**config.mk**
```make
export PLATFORM = sky130hd
export DESIGN_NAME = uart_tx
export DESIGN_NICKNAME = d
export VERILOG_FILES = /design/src/rtl/uart_pkg.sv /design/src/rtl/uart_baud_cnt.sv /design/src/rtl/uart_tx.sv
export SDC_FILE = /design/constraint.sdc
export NUM_CORES = 1
export LEC_CHECK = 0
export CAP_MARGIN = 20
export CORE_ASPECT_RATIO = 1.25
export CORE_MARGIN = 5
export CORE_UTILIZATION = 35
export CTS_BUF_LIST = sky130_fd_sc_hd__clkbuf_8 sky130_fd_sc_hd__clkbuf_16
export DETAILED_ROUTE_END_ITERATION = 12
export PLACE_DENSITY_LB_ADDON = 0.2
export REMOVE_ABC_BUFFERS = 1
export SLEW_MARGIN = 40
export SYNTH_ARGS = -nofsm -noshare
export SYNTH_HDL_FRONTEND = slang
export SYNTH_SLANG_ARGS = --single-unit
```
**constraint.sdc**
```tcl
create_clock -name clk -period 2.9 [get_ports clk]
set_clock_uncertainty 0.1 [all_clocks]
set_input_delay 0.435 -clock clk [delete_from_list [all_inputs] [get_ports clk]]
set_output_delay 0.435 -clock clk [all_outputs]
set_load 0.1 [all_outputs]
```
**src/rtl/uart_pkg.sv**
```systemverilog
// rtl/uart_pkg.sv - shared UART constants and transmitter state encoding
package uart_pkg;

  localparam int CNT_MAX_DEF = 5208;
  localparam int DATA_W      = 8;
  localparam int FRAME_BITS  = 10;

  localparam logic [1:0] ST_IDLE  = 2'd0;
  localparam logic [1:0] ST_START = 2'd1;
  localparam logic [1:0] ST_DATA  = 2'd2;
  localparam logic [1:0] ST_STOP  = 2'd3;

endpackage

```
**src/rtl/uart_baud_cnt.sv**
```systemverilog
// rtl/uart_baud_cnt.sv - 0..CNT_MAX-1 bit-period counter with end-of-bit pulse
module uart_baud_cnt #(
  parameter int CNT_MAX = 5208,
  parameter int CW      = $clog2(CNT_MAX)
) (
  input  logic clk,
  input  logic rst_n,
  input  logic en,
  output logic end_bit
);

  logic [CW-1:0] cnt;

  assign end_bit = en && (cnt == CW'(CNT_MAX - 1));

  // Held at zero while disabled so the first bit after enable is a full period.
  always_ff @(posedge clk) begin
    if (!rst_n || !en) begin
      cnt <= '0;
    end else if (end_bit) begin
      cnt <= '0;
    end else begin
      cnt <= cnt + CW'(1);
    end
  end

endmodule

```
**src/rtl/uart_tx.sv**
```systemverilog
// rtl/uart_tx.sv - 8N1 UART transmitter with one-entry holding register
module uart_tx
  import uart_pkg::*;
#(
  parameter int CNT_MAX = CNT_MAX_DEF
) (
  input  logic              clk,
  input  logic              rst_n,
  input  logic [DATA_W-1:0] din,
  input  logic              din_vld,
  output logic              rdy,
  output logic              busy,
  output logic              dout
);

  logic [1:0]        state;
  logic [DATA_W-1:0] shifter;
  logic [DATA_W-1:0] hold;
  logic [2:0]        bit_cnt;
  logic              end_bit;
  logic              accept;
  logic              stop_end;

  assign accept   = din_vld && rdy;
  assign stop_end = (state == ST_STOP) && end_bit;

  uart_baud_cnt #(.CNT_MAX(CNT_MAX)) u_baud (
    .clk     (clk),
    .rst_n   (rst_n),
    .en      (state != ST_IDLE),
    .end_bit (end_bit)
  );

  // rdy doubles as the hold-empty flag: hold is full exactly when rdy=0.
  always_ff @(posedge clk) begin
    if (!rst_n) begin
      state   <= ST_IDLE;
      shifter <= '0;
      hold    <= '0;
      bit_cnt <= '0;
      dout    <= 1'b1;
      rdy     <= 1'b1;
      busy    <= 1'b0;
    end else begin
      if (accept && (state != ST_IDLE) && !stop_end) begin
        hold <= din;
        rdy  <= 1'b0;
      end
      case (state)
        ST_IDLE: begin
          if (accept) begin
            shifter <= din;
            state   <= ST_START;
            dout    <= 1'b0;
            busy    <= 1'b1;
          end
        end
        ST_START: begin
          if (end_bit) begin
            dout    <= shifter[0];
            shifter <= shifter >> 1;
            bit_cnt <= '0;
            state   <= ST_DATA;
          end
        end
        ST_DATA: begin
          if (end_bit) begin
            if (bit_cnt == 3'd7) begin
              dout  <= 1'b1;
              state <= ST_STOP;
            end else begin
              dout    <= shifter[0];
              shifter <= shifter >> 1;
              bit_cnt <= bit_cnt + 3'd1;
            end
          end
        end
        ST_STOP: begin
          if (end_bit) begin
            // Queued or same-cycle byte chains straight into a new start bit.
            if (!rdy) begin
              shifter <= hold;
              hold    <= '0;
              rdy     <= 1'b1;
              state   <= ST_START;
              dout    <= 1'b0;
            end else if (accept) begin
              shifter <= din;
              state   <= ST_START;
              dout    <= 1'b0;
            end else begin
              state <= ST_IDLE;
              busy  <= 1'b0;
            end
          end
        end
        default: state <= ST_IDLE;
      endcase
    end
  end

endmodule

```
Word-level counts from Yosys, hierarchy flattened
Cells that the tools add are included.
Widths: inputs -> output; s select.
{ "word_totals": {"word_cells": 81, "ff_bits": 37, "output_inout_bits": 3} }
{ "classes": {"eq_ne": 13, "muxes": 39, "n_reduce_logical": 19, "add_sub_neg": 2} }
{ "op_table": {"columns": ["operator", "count"], "rows": [
  ["$mux 8", 10],
  ["$pmux 8 s4", 1],
  ["$mux 1", 16],
  ["$ne 2x2->1 const B", 8],
  ["$add 13x1->13 const B", 1],
  ["$eq 13x13->1 const B", 1],
  ["$mux 2", 5],
  ["$reduce_and 5->1", 2],
  ["$mux 3", 3],
  ["$pmux 2 s4", 1],
  ["$reduce_and 4->1", 2],
  ["$pmux 3 s2", 1],
  ["$reduce_bool 2->1", 3],
  ["$logic_and 1x1->1", 5],
  ["$eq 2x2->1 const B", 2],
  ["$pmux 1 s4", 1],
  ["$add 3x1->3 const B", 1],
  ["$eq 3x3->1 const B", 1],
  ["$logic_not 1->1", 3],
  ["$reduce_and 3->1", 1],
  ["$eq 2x1->1 const B", 1],
  ["$logic_not 2->1", 1],
  ["$pmux 1 s2", 1],
  ["$reduce_or 2->1", 1],
  ["$logic_or 1x1->1", 1]
]} }

Depth between registers and ports, before layout
Gate-level depths: netlist of run 1.
{ "depth": {"word_depth": 9, "mapped_depth": 8, "ltp_nobuf": 6} }

By module
A second synthesis of run 1 with hierarchy kept.
{ "unflattened": {"hier_cells": 206, "area_unflattened_um2": 1928.1} }
{ "by_module_without_submodules": {"columns": ["mod", "cells_each", "n_inst", "area_each_um2"], "rows": [
  ["uart_tx", 137, 1, 1296.2],
  ["uart_baud_cnt", 69, 1, 631.9]
]} }

Worst setup path after synthesis of run 1
OpenSTA, ideal clock, no wires.
{ "synth_path": {"path_kind": "register to register", "from": "register rdy", "to": "register hold[4]", "t_required_ns": 2.678, "setup_ns": 0.122, "stages_incl_launch_ff": 6, "arrival_ns": 2.109, "synth_period_minus_slack_ns": 2.331, "slack_ns": 0.569, "cell_sequence": "dfxtp_1 > clkbuf_1 > nand2_1 > nor2_1 > nor2_1 > a221o_1"} }
{ "synth_via": {"elab_chain_cells": 7} }
{ "synth_lines": {"columns": ["item", "line_no", "rtl"], "rows": [
  ["start: declaration", "uart_tx.sv:11", "output logic rdy,"],
  ["start signal: assignment", "uart_tx.sv:42", "rdy <= 1'b1;"],
  ["start signal: assignment", "uart_tx.sv:47", "rdy <= 1'b0;"],
  ["start signal: assignment", "uart_tx.sv:84", "rdy <= 1'b1;"],
  ["$logic_and 1x1->1", "uart_tx.sv:24", "assign accept = din_vld && rdy;"],
  ["$logic_and 1x1->1 (2 in series)", "uart_tx.sv:45", "if (accept && (state != ST_IDLE) && !stop_end) begin"],
  ["$mux 8", "uart_tx.sv:45", null],
  ["$mux 8", "uart_tx.sv:81", "if (!rdy) begin"],
  ["$mux 8", "uart_tx.sv:79", "if (end_bit) begin"],
  ["$mux 8 (*)", "uart_tx.sv:49", "case (state)"],
  ["end signal: assignment", "uart_tx.sv:46", "hold <= din;"],
  ["end: declaration", "uart_tx.sv:18", "logic [DATA_W-1:0] hold;"]
]} }
Mark *: on every way between the ends. The rest lies on a longest branch, timed or not.
A chain may end at the register's enable or synchronous reset.

Worst setup path in the final report of run 1
{ "layout_path": {"from": "register state[1]", "to": "register hold[0]"} }
{ "layout_via": {"elab_chain_cells": 9} }
{ "layout_lines": {"columns": ["item", "line_no", "rtl"], "rows": [
  ["start: declaration", "uart_tx.sv:16", "logic [1:0] state;"],
  ["start signal: assignment", "uart_tx.sv:37", "state <= ST_IDLE;"],
  ["start signal: assignment", "uart_tx.sv:53", "state <= ST_START;"],
  ["start signal: assignment", "uart_tx.sv:63", "state <= ST_DATA;"],
  ["$reduce_bool 2->1", "uart_tx.sv:30, uart_tx.sv:45", null],
  ["$logic_and 1x1->1", "uart_baud_cnt.sv:14", "assign end_bit = en && (cnt == CW'(CNT_MAX - 1));"],
  ["$logic_and 1x1->1", "uart_tx.sv:25", "assign stop_end = (state == ST_STOP) && end_bit;"],
  ["$logic_not 1->1", "uart_tx.sv:45", null],
  ["$logic_and 1x1->1", "uart_tx.sv:45", null],
  ["$mux 8", "uart_tx.sv:45", null],
  ["$mux 8", "uart_tx.sv:81", null],
  ["$mux 8", "uart_tx.sv:79", null],
  ["$mux 8 (*)", "uart_tx.sv:49", null]
]} }
Marks and branches as above.

==> results.tsv, run 1 <==
metric	value	unit
Inst Count DP	284	
number of gates given a new drive strength after cts	0	
fraction of the cycle the final worst path needs	0.841	
status	finished, final reports clean	
power share of the clock group	0.207	
maximum root-to-sink buffer count	2	
total number of vias	1601	
Post-DP HPWL	3000	microns
design area	2140	sq um
chip height	91.5	microns
NumNets Final	247	
Global Route met3 Usage	0.0343	
global-route wire length before repair	7420	microns
fraction of power consumed by combinational cells	0.426	
Starting Density	0.363	
clock-pin slew reported for the worst setup and hold paths after clock tree synthesis	0.08	ns
Root Driver	sky130_fd_sc_hd__clkbuf_8	
met1 routing resource usage after global routing	0.173	
number of cells on the worst hold path	2	
Net Sw Power	0.000764	W
Fin. Hold Viols	0	
sequential share of power	0.367	
Synth Flop Type	sky130_fd_sc_hd__dfxtp_1	
Remaining DRCs	0	
number of pins exceeding their max-slew limit in the final report	0	
remaining global-route overflow	0	
area growth from synthesis to layout	15.4	%
Vias per Instance	5.48	
type of origin of the critical path	flop	
antenna violations before repair	0	
maximum number of pins on one net before global-route repair	19	
via count of the first global-routing pass	1595	
horizontal extent of the die	75.2	microns
Hold/Removal Path Class	flop to flop	
shortest period the worst path allows	2.44	ns
internal power	0.00107	W
total clock sinks	37	
start-to-end type of the worst setup path	flop to flop	
Pre-Repair DR Iteration Count	4	
Worst Max-Slew Pin Slew	0.742	ns
number of buffers added for setup after CTS	0	
post-route non-filler standard cell count	292	
Leakage Power	0.742	nW
maximum clock rate	410	MHz
cell count of the worst reg-to-reg path	6	
switching share of total power	0.416	
sequential element share of the synthesized area	0.399	
worst endpoint data arrival time	2.51	ns
post-synthesis async set-or-reset flop share	0	
Clock Latency Late Sink	0.29	ns
Setup crit end kind	flop	
placed inst area	2050	sq um
placeable core area	5120	sq um
Setup TNS	0	ns
Final setup violation count	0	
Post-Syn Area	1860	sq um
met2 Resource Use GR	0.222	
quantity of I/O buffers inserted on ports	13	
H-Tree Level Count	2	
Critical Path RT	2.97	ns
aggregate global-route resource usage	0.136	
syn avg cell area	8.68	sq um
Final Wtd Congestion	0.784	
row count	29	
number of antenna repair diodes	0	
unrepaired setup endpoints after global routing	false	
distinct cell type count after synthesis	41	
number of ports placed on the die boundary	14	
cell type of the slowest stage on the worst timing path	sky130_fd_sc_hd__and4_1	
fraction of the core area covered by cells at the end of the flow	0.419	
power density normalized to cell area	856	nW/um^2
post-route ant nets	0	
Gate Count Post-Synth	214	
worst slew margin relative to its limit	0.503	
violation count after the first detailed-routing iteration	102	
count of fill cells added during filler insertion	520	
register bit total from synthesis	37	
clock tree from TritonCTS	built	
number of warning messages in the yosys log	0	
CP max stage delay	0.43	ns
TritonCTS Buffers	5	
cell-by-cell listing of the critical path	inv_1 -> ha_1 -> nor4b_1 -> and4_1 -> nand2_2 -> a221o_2	
fraction of layout instances using a drive strength above 1	0.113	
Post-Route WL	4280	microns
worst-path fanout max	14	
EDFF count, synth	0	
GRT busiest layer	met2	
post-cts hold buffer count	0	
per-cell routed wire length	14.6	microns
number of maximum-capacitance constraint violations	0	
area of the die	6880	sq um
maximum vdd ir drop	305	uV
[area by class of cell]
type	count	area, sq um	share of cell area
Multi-Input combinational cell	160	1040	0.487
Tap cell	62	77.6	0.0362
Inverter	7	26.3	0.0123
Clock inverter	2	13.8	0.00642
Sequential cell	37	741	0.345
Timing Repair Buffer	18	160	0.0747
Clock buffer	6	82.6	0.0385
[critical path: cells and delay by family, from the launching register on]
| family | cells | cell delay (ns) |
|---|---|---|
| AO/OA/AOI/OAI | 1 | 0.40 |
| buffers and inverters | 1 | 0.08 |
| adder cells (fa/ha/maj) | 1 | 0.35 |
| AND/OR/NAND/NOR | 3 | 0.98 |
| flip-flops | 1 | 0.41 |
[metal layers]
| layer | routed length, microns | vias to the layer above |
|---|---|---|
| met5 | 0 | - |
| met4 | 63 | 0 |
| met3 | 203 | 6 |
| met2 | 2000 | 33 |
| met1 | 2010 | 749 |
| li1 | - | 813 |
[cells in the final DEF, fill, tap and decap left out, types with 2 or more instances in the layout]
cell and count:
sky130_fd_sc_hd__o22ai_1 8, sky130_fd_sc_hd__nor2_1 27, sky130_fd_sc_hd__inv_1 7, sky130_fd_sc_hd__dfxtp_1 37, sky130_fd_sc_hd__buf_4 8, sky130_fd_sc_hd__or3_1 2, sky130_fd_sc_hd__and4_1 2, sky130_fd_sc_hd__xor2_1 3
sky130_fd_sc_hd__nor4b_1 3, sky130_fd_sc_hd__clkbuf_8 6, sky130_fd_sc_hd__nor2b_1 2, sky130_fd_sc_hd__nand4_1 4, sky130_fd_sc_hd__o21ai_0 4, sky130_fd_sc_hd__mux2i_1 4, sky130_fd_sc_hd__nor3b_1 2, sky130_fd_sc_hd__nand3_1 7
sky130_fd_sc_hd__nor4_1 4, sky130_fd_sc_hd__a221oi_1 2, sky130_fd_sc_hd__a222oi_1 7, sky130_fd_sc_hd__nand2_1 29, sky130_fd_sc_hd__ha_1 7, sky130_fd_sc_hd__a221o_2 7, sky130_fd_sc_hd__clkdlybuf4s50_1 10, sky130_fd_sc_hd__xnor2_1 8
sky130_fd_sc_hd__a21oi_1 2, sky130_fd_sc_hd__nor3_1 12
[power by group through the flow]
stage	Clock [W]	Sequential, W	Combinational (W)
after global placement	0	0.000682	0.000781
after floorplan	0	0.000784	0.000469
after CTS	0.000398	0.000673	0.000783
after detailed placement	0	0.000685	0.000780
after global routing	0.000419	0.000688	0.000860
final	0.000380	0.000673	0.000783
[registers in the layout (all words and copies together) (netlist names)]
register and cells:
state 2, shifter 8, bit_cnt 3, busy 1, u_baud.cnt 13, rdy 1
dout 1, hold 8
[through the flow]
stage	hold slack (ns)	setup slack, ns	power [W]
5_1_grt	0.396	0.116	0.00197
4_1_cts	0.366	0.408	0.00185
3_5_place_dp	0.353	0.430	0.00146
3_3_place_gp	0.345	0.503	0.00146
2_1_floorplan	0.330	0.538	0.00125
6_report	0.362	0.460	0.00184
[synth_stat cells, types with 2 or more instances]
cell                       count  area (sq um)
sky130_fd_sc_hd__a21oi_1       2          10.0
sky130_fd_sc_hd__a221o_2       7          78.8
sky130_fd_sc_hd__a221oi_1      2          17.5
sky130_fd_sc_hd__a222oi_1      7          70.1
sky130_fd_sc_hd__and4_1        2          17.5
sky130_fd_sc_hd__buf_1         2          7.51
sky130_fd_sc_hd__buf_2         2          10.0
sky130_fd_sc_hd__clkbuf_1      5          18.8
sky130_fd_sc_hd__dfxtp_1      37           741
sky130_fd_sc_hd__ha_1          7          87.6
sky130_fd_sc_hd__inv_1         7          26.3
sky130_fd_sc_hd__mux2i_1       4          40.0
sky130_fd_sc_hd__nand2_1      29           109
sky130_fd_sc_hd__nand3_1       7          35.0
sky130_fd_sc_hd__nand4_1       4          25.0
sky130_fd_sc_hd__nor2_1       27           101
sky130_fd_sc_hd__nor2b_1       2          12.5
sky130_fd_sc_hd__nor3_1       12          60.1
sky130_fd_sc_hd__nor3b_1       2          15.0
sky130_fd_sc_hd__nor4_1        4          25.0
sky130_fd_sc_hd__nor4b_1       3          26.3
sky130_fd_sc_hd__o21ai_0       4          20.0
sky130_fd_sc_hd__o22ai_1       8          50.1
sky130_fd_sc_hd__or3_1         2          12.5
sky130_fd_sc_hd__xnor2_1       8          70.1
sky130_fd_sc_hd__xor2_1        3          26.3
[logic make-up (layout without fill, tap and decap cells)]
logic type,count (synthesis),after routing,synth area share
DFF,37,37,0.399
and+or+nand+nor,100,100,0.262
xor gates and xnor gates,11,11,0.0519
adders and majority gates,7,7,0.0471
buffers and inverters,17,33,0.0397
muxes,4,4,0.0215
AOI/OAI and AO/OA,38,38,0.179
[worst paths after layout]
| check | to | startpoint | slack, ns |
|---|---|---|---|
| setup reg to reg | hold[0] | state[1] | 0.46 |
| hold / removal | bit_cnt[1] | bit_cnt[1] | 0.36 |
| hold reg to reg | bit_cnt[1] | bit_cnt[1] | 0.36 |
| setup / recovery | hold[0] | state[1] | 0.46 |
(Power assumes the default switching activity.)
==> run 2, diff against run 1 <==
==> constraint.sdc (replaced) <==
create_clock -name clk -period 2.1 [get_ports clk]
set_clock_uncertainty 0.1 [all_clocks]
set_input_delay 0.315 -clock clk [delete_from_list [all_inputs] [get_ports clk]]
set_output_delay 0.315 -clock clk [all_outputs]
set_load 0.1 [all_outputs]
==> results.tsv, run 2 (synthesis results as in run 1) <==
metric	value	unit	change
antenna violations before repair	0		unchanged
fraction of the core area covered by cells at the end of the flow	0.452		+0.0325
worst endpoint data arrival time	2.04	ns	-0.47 ns
TritonCTS Buffers	5		unchanged
detailed-routed wire length on met2	2210	microns	+10%
Starting Density	0.363		unchanged
remaining global-route overflow	0		unchanged
quantity of I/O buffers inserted on ports	13		unchanged
post-route ant nets	0		unchanged
total number of vias	1654		+3.3%
wire length the detailed router placed on met1	2000	microns	-0.35%
hold slack	0.362	ns	+0.000328 ns
R2R Path Start	u_baud.cnt[8]		
maximum number of pins on one net before global-route repair	28		+9
start-to-end type of the worst setup path	flop to flop		
maximum vdd ir drop	426	uV	+40%
Remaining DRCs	0		unchanged
Root Driver	sky130_fd_sc_hd__clkbuf_8		
cell count of the worst reg-to-reg path	4		-2
Setup crit end	hold[2]		
Setup crit end kind	flop		
global-route wire length before repair	7650	microns	+3.2%
area growth from synthesis to layout	24.4	%	
registers with the highest flip-flop counts	u_baud.cnt: 13 flops, hold: 8 flops, shifter: 8 flops		
status	finished, final reports clean		
FF-to-FF setup slack	0.13	ns	-0.33 ns
maximum root-to-sink buffer count	2		unchanged
Worst Max-Slew Pin Slew	0.577	ns	-0.165 ns
number of maximum-capacitance constraint violations	0		unchanged
area of the die	6880	sq um	unchanged
fraction of layout instances using a drive strength above 1	0.173		+0.0598
Final setup violation count	0		unchanged
Place WS	-0.0624	ns	-0.492 ns
Vias per Instance	5.42		-1.1%
via count of the first global-routing pass	1602		+0.44%
worst-path fanout max	9		-5
chip height	91.5	microns	unchanged
post-cts hold buffer count	0		unchanged
total clock sinks	37		unchanged
Fin. Hold Viols	0		unchanged
worst reg2reg path endpoint	hold[2]		
Critical Path RT	2.17	ns	-0.80 ns
number of pins exceeding their max-slew limit in the final report	0		unchanged
Post-Route WL	4470	microns	+4.6%
Post-DP HPWL	3240	microns	+8.1%
aggregate global-route resource usage	0.140		+0.00484
unrepaired setup endpoints after global routing	false		
Clock Latency Late Sink	0.28	ns	about the same
per-cell routed wire length	14.7	microns	+0.13%
NumNets Final	260		+5.3%
final worst slack	0.128	ns	-0.332 ns
count of fill cells added during filler insertion	524		+0.77%
clock-pin slew reported for the worst setup and hold paths after clock tree synthesis	0.07	ns	about the same
H-Tree Level Count	2		unchanged
number of ports placed on the die boundary	14		unchanged
maximum clock rate	507	MHz	+24%
Leakage Power	0.830	nW	+12%
horizontal extent of the die	75.2	microns	unchanged
Critical Path Source	u_baud.cnt[8]		
design area	2310	sq um	+7.8%
clock tree from TritonCTS	built		
Final Wtd Congestion	0.742		-5.3%
shortest period the worst path allows	1.97	ns	-0.468 ns
power density normalized to cell area	1250	nW/um^2	+46%
violation count after the first detailed-routing iteration	95		-6.9%
max reg flops	13		unchanged
uppermost routed layer	met4		
Setup TNS	0	ns	unchanged
fraction of the cycle the final worst path needs	0.939		+0.0976
detailed-routed wire length on met3	207	microns	+2.0%
register ranked first by flip-flop count	u_baud.cnt		
placeable core area	5120	sq um	unchanged
top library cells by usage in the layout, fill and taps aside	37 x sky130_fd_sc_hd__dfxtp_1, 29 x sky130_fd_sc_hd__nand2_1, 26 x sky130_fd_sc_hd__nor2_1		
Hold/Removal Path Class	flop to flop		
number of antenna repair diodes	0		unchanged
Pre-Repair DR Iteration Count	5		+1
row count	29		unchanged
type of origin of the critical path	flop		
most common cell after layout, fill and taps aside	sky130_fd_sc_hd__dfxtp_1		
placed inst area	2160	sq um	+5.6%
worst slew margin relative to its limit	0.615		+0.112
-- run 2: routing by layer --
layer  GRT usage  vias to the layer above
met4      0.0394                        0
met2       0.233                       35
li1            -                      839
met3      0.0265                        6
met5           0                        -
met1       0.182                      774
-- run 2: report_power, final --
group / leakage, nW / switching (W) / internal [W]
Combinational: 0.467 / 0.000771 / 0.000573
Clock: 0.0626 / 0.000251 / 0.000382
Sequential: 0.301 / 0.0000800 / 0.000837
Total: 0.830 / 0.00110 / 0.00179
-- run 2: how the worst min path moves through the flow --
| stage | startpoint | to | depth (start not counted) |
|---|---|---|---|
| after floorplan | rst_n | rdy | 1 |
| after global placement | dout | dout | 1 |
| after detailed placement | dout | dout | 1 |
| after CTS | bit_cnt[2] | bit_cnt[2] | 2 |
| after global routing | bit_cnt[1] | bit_cnt[1] | 2 |
| final | bit_cnt[2] | bit_cnt[2] | 2 |
-- run 2: through the flow --
step,power [W],cells
final,0.00289,305
after global routing,0.00310,305
after CTS,0.00289,304
after detailed placement,0.00225,296
after global placement,0.00225,296
after floorplan,0.00173,204
-- run 2: cell type report --
type	count	area, sq um	area share
Sequential cell	37	741	0.321
Timing Repair Buffer	31	283	0.122
Tap cell	62	77.6	0.0336
Inverter	7	26.3	0.0114
Multi-Input combinational cell	160	1070	0.462
Clock buffer	6	82.6	0.0357
Clock inverter	2	33.8	0.0146
-- run 2: repair_timing --
| action | 4_1_cts | 5_1_grt |
|---|---|---|
| pin swaps | 0 | 1 |
| endpoints found under the hold margin | 0 | 0 |
| resized for setup | 2 | 4 |
| setup buffers | 0 | 1 |
| gates cloned | 0 | 0 |
| endpoints found under the setup margin | 8 | 22 |
-- run 2: critical path, stage by stage (launching register included) --
cell and delay (ns):
sky130_fd_sc_hd__dfxtp_1 0.36, sky130_fd_sc_hd__nor4b_1 0.45, sky130_fd_sc_hd__and4_4 0.37, sky130_fd_sc_hd__nand2_2 0.15, sky130_fd_sc_hd__a221o_2 0.42
==> run 3, diff against run 2 <==
--- a/config.mk
+++ b/config.mk
@@ -10,7 +10,9 @@
 export CORE_MARGIN = 5
 export CORE_UTILIZATION = 35
 export CTS_BUF_LIST = sky130_fd_sc_hd__clkbuf_8 sky130_fd_sc_hd__clkbuf_16
+export CTS_CLUSTER_SIZE = 8
 export DETAILED_ROUTE_END_ITERATION = 12
+export GPL_TIMING_DRIVEN = 0
 export PLACE_DENSITY_LB_ADDON = 0.2
 export REMOVE_ABC_BUFFERS = 1
 export SLEW_MARGIN = 40
==> results.tsv, run 3 (synthesis results as in run 1) <==
metric	value	unit	change
Final setup violation count	0		unchanged
Remaining DRCs	0		unchanged
area growth from synthesis to layout	19.3	%	
Post-Route WL	4360	microns	-2.5%
Inst Count DP	279		-5.7%
maximum clock rate	504	MHz	-0.58%
cell-by-cell listing of the critical path	inv_1 -> ha_4 -> nor4b_4 -> and4_4 -> a2111oi_4 -> a221o_2		
status	finished, final reports clean		
Clock Latency Late Sink	0.29	ns	about the same
number of pins exceeding their max-slew limit in the final report	0		unchanged
registers with the highest flip-flop counts	u_baud.cnt: 13 flops, hold: 8 flops, shifter: 8 flops		
placed inst area	2000	sq um	-7.4%
TritonCTS Buffers	5		unchanged
register ranked first by flip-flop count	u_baud.cnt		
area of the multi-input gates	1090	sq um	+2.3%
per-cell routed wire length	14.8	microns	+1.2%
Hold/Removal Path Class	input port to flop		
Leakage Power	0.757	nW	-8.8%
maximum number of pins on one net before global-route repair	29		+3.6%
NumNets Final	250		-3.8%
count of fill cells added during filler insertion	507		-3.2%
maximum vdd ir drop	424	uV	-0.60%
sequential standard cell area	746	sq um	+0.68%
post-route non-filler standard cell count	294		-3.6%
Fin. Hold Viols	0		unchanged
Starting Density	0.363		unchanged
start-to-end type of the worst setup path	flop to flop		
clock tree from TritonCTS	built		
global-route wire length before repair	7450	microns	-2.7%
quantity of I/O buffers inserted on ports	13		unchanged
total number of vias	1587		-4.1%
worst-path fanout max	8		-1
CP max stage delay	0.62	ns	+0.17 ns
via count of the first global-routing pass	1582		-1.2%
Critical path buffers and inverters	1		+1
max reg flops	13		unchanged
maximum root-to-sink buffer count	2		unchanged
number of maximum-capacitance constraint violations	0		unchanged
fraction of the cycle the final worst path needs	0.944		+0.00545
antenna violations before repair	0		unchanged
hold slack	0.349	ns	-0.0133 ns
aggregate global-route resource usage	0.137		-0.00296
fraction of layout instances using a drive strength above 1	0.168		-0.00474
cell type of the slowest stage on the worst timing path	sky130_fd_sc_hd__a2111oi_4		
violation count after the first detailed-routing iteration	97		+2.1%
Post-DP HPWL	2900	microns	-10%
Setup TNS	0	ns	unchanged
type of origin of the critical path	flop		
Final Wtd Congestion	0.788		+6.2%
row count	29		unchanged
worst slew margin relative to its limit	0.590		-0.0253
most common cell after layout, fill and taps aside	sky130_fd_sc_hd__dfxtp_1		
Pre-Repair DR Iteration Count	5		unchanged
fraction of the core area covered by cells at the end of the flow	0.433		-0.0186
Worst Max-Slew Pin Slew	0.613	ns	+0.0357 ns
remaining global-route overflow	0		unchanged
number of ports placed on the die boundary	14		unchanged
power density normalized to cell area	1240	nW/um^2	-0.80%
area of the die	6880	sq um	unchanged
cell class contributing the biggest share of worst-path delay	compound AO/OA/AOI/OAI gates		
top library cells by usage in the layout, fill and taps aside	35 x sky130_fd_sc_hd__dfxtp_1, 29 x sky130_fd_sc_hd__nand2_1, 27 x sky130_fd_sc_hd__nor2_1		
Setup crit end kind	flop		
design area	2220	sq um	-4.1%
shortest period the worst path allows	1.98	ns	+0.0114 ns
FF-to-FF setup slack	0.12	ns	about the same
placeable core area	5120	sq um	unchanged
number of antenna repair diodes	0		unchanged
Critical Path RT	2.24	ns	+0.07 ns
horizontal extent of the die	75.2	microns	unchanged
Vias per Instance	5.40		-0.46%
worst endpoint data arrival time	2.12	ns	+0.08 ns
post-route ant nets	0		unchanged
clock-pin slew reported for the worst setup and hold paths after clock tree synthesis	0.07	ns	about the same
chip height	91.5	microns	unchanged
total clock sinks	37		unchanged
Root Driver	sky130_fd_sc_hd__clkbuf_8		
H-Tree Level Count	2		unchanged
-- run 3: timing repair --
action | 4_1_cts | 5_1_grt
pin swaps | 4 | 2
gates cloned | 0 | 0
gates resized for setup | 6 | 7
buffers inserted | 5 | 4
hold buffers | 0 | 0
endpoints found under the setup margin | 37 | 33
-- run 3: final timing paths --
check | start | endpoint | cells after the start
worst max-delay path | state[1] | hold[7] | 6
worst min-delay path | rst_n | rdy | 2
worst max register to register | state[1] | hold[7] | 6
worst min register to register | dout | dout | 1
-- run 3: per-stage QoR --
| step | total power, W | setup slack (ns) |
|---|---|---|
| finish | 0.00275 | 0.117 |
| global route | 0.00294 | -0.000220 |
| CTS | 0.00268 | 0.0160 |
| detailed placement | 0.00199 | -0.594 |
| global placement | 0.00200 | -0.672 |
| floorplan | 0.00173 | -0.262 |
-- run 3: routing by layer --
layer  share of wire  vias to the layer above  global-route usage
li1                -                      816                   -
met1            0.47                      744               0.176
met2            0.47                       21               0.221
met3           0.039                        6              0.0354
met4           0.016                        0              0.0466
met5               0                        -                   0
-- run 3: layout make-up --
cell class / instances / share of cell area
timing repair buffer: 21 / 0.0768
tap: 62 / 0.0350
sequential: 37 / 0.337
multi-input combinational: 160 / 0.493
inverter: 7 / 0.0119
clock inverter: 2 / 0.0158
clock buffer: 5 / 0.0311
-- run 3: report_power, final --
part           switching (W)  leakage (nW)  total, W  internal [W]
clock network       0.000254        0.0540  0.000600      0.000345
registers          0.0000947         0.302  0.000940      0.000846
logic               0.000746         0.401   0.00121      0.000467
